`config.mk`:
```
export PLATFORM = sky130hd
export DESIGN_NAME = coprocessador
export DESIGN_NICKNAME = d
export VERILOG_FILES = /design/src/rtl/coprocessador.sv
export SDC_FILE = /design/constraint.sdc
export NUM_CORES = 2
export LEC_CHECK = 0
export CELL_PAD_IN_SITES_DETAIL_PLACEMENT = 0
export CELL_PAD_IN_SITES_GLOBAL_PLACEMENT = 1
export CORE_MARGIN = 4
export CORE_UTILIZATION = 45
export DETAILED_ROUTE_END_ITERATION = 10
export HOLD_SLACK_MARGIN = 0.12
export PLACE_DENSITY = 0.87
export REMOVE_ABC_BUFFERS = 1
export SLEW_MARGIN = 5
export SYNTH_ARGS = -nofsm -noshare
export SYNTH_HDL_FRONTEND = slang
export SYNTH_SLANG_ARGS = --single-unit
```
`constraint.sdc`:
```
create_clock -name clk -period 15.5 [get_ports clk]
set_input_delay 3.1 -clock clk [delete_from_list [all_inputs] [get_ports clk]]
set_output_delay 3.1 -clock clk [all_outputs]
set_load 0.03 [all_outputs]
```
`src/rtl/coprocessador.sv`:
```
// 5x5 signed 8-bit matrix coprocessor: ADD, SUB, MUL, TRANSP, OPOSTO, ESCALAR.
// Operands are snapshotted in CARGA; results stay in 9-bit registers and are held while pronto is high.
module coprocessador (
    input  logic         clk,
    input  logic         reset,
    input  logic         iniciar,
    input  logic [2:0]   opcode,
    input  logic [199:0] matriz_A,
    input  logic [199:0] matriz_B,
    output logic [224:0] matriz_C,
    output logic         pronto
);

    typedef enum logic [1:0] {IDLE, CARGA, CALC, FIM} state_t;

    localparam logic [2:0] OP_ADD     = 3'b000;
    localparam logic [2:0] OP_SUB     = 3'b001;
    localparam logic [2:0] OP_MUL     = 3'b010;
    localparam logic [2:0] OP_TRANSP  = 3'b011;
    localparam logic [2:0] OP_OPOSTO  = 3'b100;
    localparam logic [2:0] OP_ESCALAR = 3'b101;

    state_t        state_reg, state_next;
    logic [199:0]  a_reg, b_reg;
    logic [2:0]    op_reg;
    logic [2:0]    row_reg, col_reg, t_reg;
    logic [19:0]   acc_reg;
    logic          pronto_reg;
    logic [8:0]    c_mem [25];

    logic signed [7:0] a_el [25];
    logic signed [7:0] b_el [25];

    genvar gi;
    generate
        for (gi = 0; gi < 25; gi++) begin : g_elem
            assign a_el[gi]              = a_reg[gi*8 +: 8];
            assign b_el[gi]              = b_reg[gi*8 +: 8];
            assign matriz_C[gi*9 +: 9]   = c_mem[gi];
        end
    endgenerate

    assign pronto = pronto_reg;

    function automatic logic [4:0] idx5(input logic [2:0] r, input logic [2:0] c);
        return 5'({2'b00, r} * 5'd5 + {2'b00, c});
    endfunction

    logic [4:0]        elem_idx, tr_idx, mul_a_idx, mul_b_idx;
    logic signed [7:0] a_cur, b_cur, a_tr, s_el, a_mul, b_mul;
    logic signed [15:0] prod_s, prod_m;
    logic [19:0]       mac_sum;
    logic [8:0]        res;
    logic              calc_done;

    always_comb begin
        elem_idx  = idx5(row_reg, col_reg);
        tr_idx    = idx5(col_reg, row_reg);
        mul_a_idx = idx5(row_reg, t_reg);
        mul_b_idx = idx5(t_reg, col_reg);
        a_cur     = a_el[elem_idx];
        b_cur     = b_el[elem_idx];
        a_tr      = a_el[tr_idx];
        s_el      = b_el[0];
        a_mul     = a_el[mul_a_idx];
        b_mul     = b_el[mul_b_idx];
        prod_s    = a_cur * s_el;
        prod_m    = a_mul * b_mul;
        mac_sum   = acc_reg + {{4{prod_m[15]}}, prod_m};
        res       = 9'd0;
        case (op_reg)
            OP_ADD:     res = {a_cur[7], a_cur} + {b_cur[7], b_cur};
            OP_SUB:     res = {a_cur[7], a_cur} - {b_cur[7], b_cur};
            OP_MUL:     res = mac_sum[8:0];
            OP_TRANSP:  res = {a_tr[7], a_tr};
            OP_OPOSTO:  res = 9'd0 - {a_cur[7], a_cur};
            OP_ESCALAR: res = prod_s[8:0];
            default:    res = 9'd0;
        endcase
        // MUL only finishes an element on its fifth term
        calc_done = (row_reg == 3'd4) && (col_reg == 3'd4) &&
                    ((op_reg != OP_MUL) || (t_reg == 3'd4));
    end

    always_comb begin
        state_next = state_reg;
        case (state_reg)
            IDLE:  if (iniciar) state_next = CARGA;
            CARGA: state_next = (opcode[2:1] == 2'b11) ? FIM : CALC;
            CALC:  if (calc_done) state_next = FIM;
            // first FIM cycle raises pronto; exit only after it has been shown
            FIM:   if (!iniciar && pronto_reg) state_next = IDLE;
            default: state_next = IDLE;
        endcase
    end

    always_ff @(posedge clk) begin
        if (reset) state_reg <= IDLE;
        else       state_reg <= state_next;
    end

    always_ff @(posedge clk) begin
        if (reset) begin
            a_reg      <= '0;
            b_reg      <= '0;
            op_reg     <= '0;
            row_reg    <= '0;
            col_reg    <= '0;
            t_reg      <= '0;
            acc_reg    <= '0;
            pronto_reg <= 1'b0;
            for (int i = 0; i < 25; i++) c_mem[i] <= '0;
        end else begin
            pronto_reg <= (state_reg == FIM) && (state_next == FIM);
            case (state_reg)
                CARGA: begin
                    a_reg   <= matriz_A;
                    b_reg   <= matriz_B;
                    op_reg  <= opcode;
                    row_reg <= '0;
                    col_reg <= '0;
                    t_reg   <= '0;
                    acc_reg <= '0;
                    for (int i = 0; i < 25; i++) c_mem[i] <= '0;
                end
                CALC: begin
                    if (op_reg == OP_MUL && t_reg != 3'd4) begin
                        acc_reg <= mac_sum;
                        t_reg   <= t_reg + 3'd1;
                    end else begin
                        c_mem[elem_idx] <= res;
                        acc_reg <= '0;
                        t_reg   <= '0;
                        if (col_reg == 3'd4) begin
                            col_reg <= '0;
                            row_reg <= row_reg + 3'd1;
                        end else begin
                            col_reg <= col_reg + 3'd1;
                        end
                    end
                end
                default: ;
            endcase
        end
    end

endmodule
```
==> flow_metrics.py <==
metrics = {
    "run_status": {
        "status": "finished, final reports clean",
    },
    "clock_tree": {
        "clkSinkCount": 649,
        "cts-resized-gates": 0,
        "postCtsHoldBufs": 0,
        "clock_path_buffers": 3,
        "clkLatencyLatePin_ns": 0.63,
        "post-cts-setup-buffers": 0,
        "htree_levels": 3,
        "clkSlewWorstSetupHoldPaths_ns": 0.07,
        "cts_buffers": 72,
        "root_buffer": "clkbuf_16",
        "cts_tree": "yes",
    },
    "route": {
        "antenna_left": 0,
        "dr.pass1.iters": 5,
        "vias_per_cell": 5.654,
        "wl_per_cell_um": 23.83,
        "vias": 26740,
        "routed_wl_um": 112700,
        "post-route-drc-count": 0,
        "drtIter0Drc": 2540,
    },
    "grt": {
        "antenna_found_initial": 8,
        "gr-total-overflow": 0,
        "grt_pass1_vias": 26950,
        "track_usage": 0.2697,
        "grt_max_degree": 151,
        "grt_first_pass_wirelength_um": 167900,
    },
    "critical_path": {
        "crit_slowest_cell": "fa_2",
        "critPathTopFamily": "adder cells",
        "worstPathArrival_ns": 9.50,
        "end_kind": "flip-flop",
        "critPathRequiredTime_ns": 15.79,
        "criticalPathCategory": "flip-flop to flip-flop",
        "cp-start-kind": "flip-flop",
        "worst_path_largest_cell_delay_ns": 1.04,
        "crit_fanout": 25,
        "crit_buf_inv": 4,
    },
    "power_and_ir_drop": {
        "vdd_drop_max_mv": 0.09679,
        "p_leak_nw": 16.49,
        "powerDensity_nw_per_um2": 107.1,
    },
    "synthesis": {
        "synthArstFlopShare": 0,
        "synth.ff_latch_count": 649,
        "yosys_warnings": 0,
        "synth_edf_count": 225,
        "yosysMostFrequentCell": "nor2_1",
        "synth_flop_cell": "dfxtp_1",
        "syn_avg_cell_area_um2": 11.10,
        "syn-cell-area_um2": 34430,
        "synthCells": 3101,
        "synthTopCellsByArea": "dfxtp_1 (25%), edfxtp_1 (20%), mux4_2 (13%)",
        "ys_seq_area_frac": 0.4427,
        "ys_types": 85,
        "synth_top_cell_area_share": 0.2465,
        "synth_commonest_cells": "nor2_1 (703), mux2i_1 (453), dfxtp_1 (424)",
        "synth_area_leader_cell": "dfxtp_1",
    },
    "die": {
        "die_area_um2": 81010,
        "die_h_um": 284.6,
        "die_w_um": 284.6,
        "ios": 632,
        "core_area_um2": 75950,
        "start_util": 0.4534,
        "row_count": 101,
    },
    "hold_path": {
        "min-delay-path-class": "flip-flop to flip-flop",
    },
    "timing": {
        "slew_headroom": 0.2038,
        "hold_viol_final": 0,
        "period_share": 0.5939,
        "fin_tns_setup_ns": 0,
        "slew_violations": 0,
        "max_freq_mhz": 108.6,
        "tightest_slew_ns": 1.192,
        "rsz0062_at_grt": "no",
        "finalSetupViolCount": 0,
        "finalClockSkew_ns": 0.04214,
        "setup_slack_ns": 6.295,
        "layout_min_cycle_time_ns": 9.205,
    },
    "cells_and_area": {
        "final_core_util": 0.5819,
        "num-fill-cells": 6369,
        "final_cell_count_no_fill": 4730,
        "final-seq-area_um2": 15240,
        "drive_above_1_share": 0.1142,
        "nets": 4178,
        "syn_to_final_growth_pct": 28.34,
        "multi_input_area_um2": 18140,
        "largest_register_ffs": 225,
    },
    "placed_design": {
        "post-place-cells": 4593,
        "dp_slack_ns": 6.337,
        "portBuffers": 631,
        "gp_congestion": 0.9055,
        "hpwl_um": 82040,
    },
    "job": {
        "drv_cap": 0,
    },
}
[report_power, final]
part | internal, mW | leakage, nW | total [mW] | switching, mW
clock network | 1.02 | 1.20 | 1.76 | 0.743
registers | 1.88 | 5.86 | 1.97 | 0.0825
logic | 0.418 | 9.43 | 1.01 | 0.590
total | 3.32 | 16.5 | 4.73 | 1.42
[worst register-to-register path, cell delays in order (launching register included)]
cell and delay, ns:
dfxtp_1 0.50, ha_1 0.30, ha_1 0.30, inv_1 0.06
fa_2 1.04, nand2b_1 0.28, nor3_1 0.50, a221oi_1 0.28
a21oi_1 0.36, nand2_1 0.15, fa_1 0.50, fa_1 0.54
inv_1 0.04, ha_1 0.27, inv_1 0.05, fa_1 0.54
inv_1 0.07, fa_1 0.47, xor2_1 0.16, ha_1 0.31
or2_2 0.28, a21oi_1 0.14, a21oi_1 0.06, xnor3_1 0.22
xnor3_1 0.41, nand2_1 0.83, a21oi_1 0.22
[routing by layer]
layer / vias up / GRT usage / routed length (um)
li1: 12200 / - / -
met2: 1165 / 0.4636 / 55980
met3: 187 / 0.04499 / 8302
met4: 4 / 0.08904 / 3433
met1: 13190 / 0.3478 / 44950
met5: - / 0 / 27
[path summary, 6_finish.rpt]
kind	startpoint	cells past startpoint	end	slack, ns
setup / recovery	t_reg[2]	26	c_mem[3][8]	6.29
hold / removal	acc_reg[1]	2	acc_reg[1]	0.50
setup reg to reg	t_reg[2]	26	c_mem[3][8]	6.29
hold reg to reg	acc_reg[1]	2	acc_reg[1]	0.50
[per-stage QoR]
step	cell area [um^2]	power, mW	hold WS [ns]
6_report	44190	4.732	0.5013
4_1_cts	44170	4.761	0.5025
5_1_grt	44190	4.905	0.5233
3_5_place_dp	41720	3.005	0.4908
3_3_place_gp	41720	2.991	0.4790
2_1_floorplan	33500	2.725	0.4567
[cells in the final DEF, fill, tap and decap left out, types with 73 or more instances in the layout]
master,netlist,final
dfxtp_1,424,424
a21oi_1,96,91
inv_1,103,103
clkbuf_16,0,73
nor2_1,703,701
ha_1,91,86
nand2_1,124,123
edfxtp_1,225,225
mux4_2,205,205
clkdlybuf4s50_1,0,630
mux2i_1,453,453
[kinds of logic after synthesis]
kind of cell    count (synthesis)  share of synthesized area
simple gates                  995                     0.1197
mux                           668                     0.2690
flops                         649                     0.4427
buf+inv                       317                    0.03852
compound gates                267                    0.05135
fa+ha+maj                     135                    0.05865
xor+xnor                       70                    0.02002
[final cells by class]
| type | count | share of cell area |
|---|---|---|
| antenna | 6 | 0.0003398 |
| clock buffer | 94 | 0.04561 |
| clock inverter | 37 | 0.009768 |
| inverter | 105 | 0.008919 |
| multi-input combinational | 2135 | 0.4106 |
| sequential | 649 | 0.3450 |
| tap | 1030 | 0.02916 |
| timing repair buffer | 674 | 0.1506 |
No activity file was read; power rests on OpenSTA's default activity.
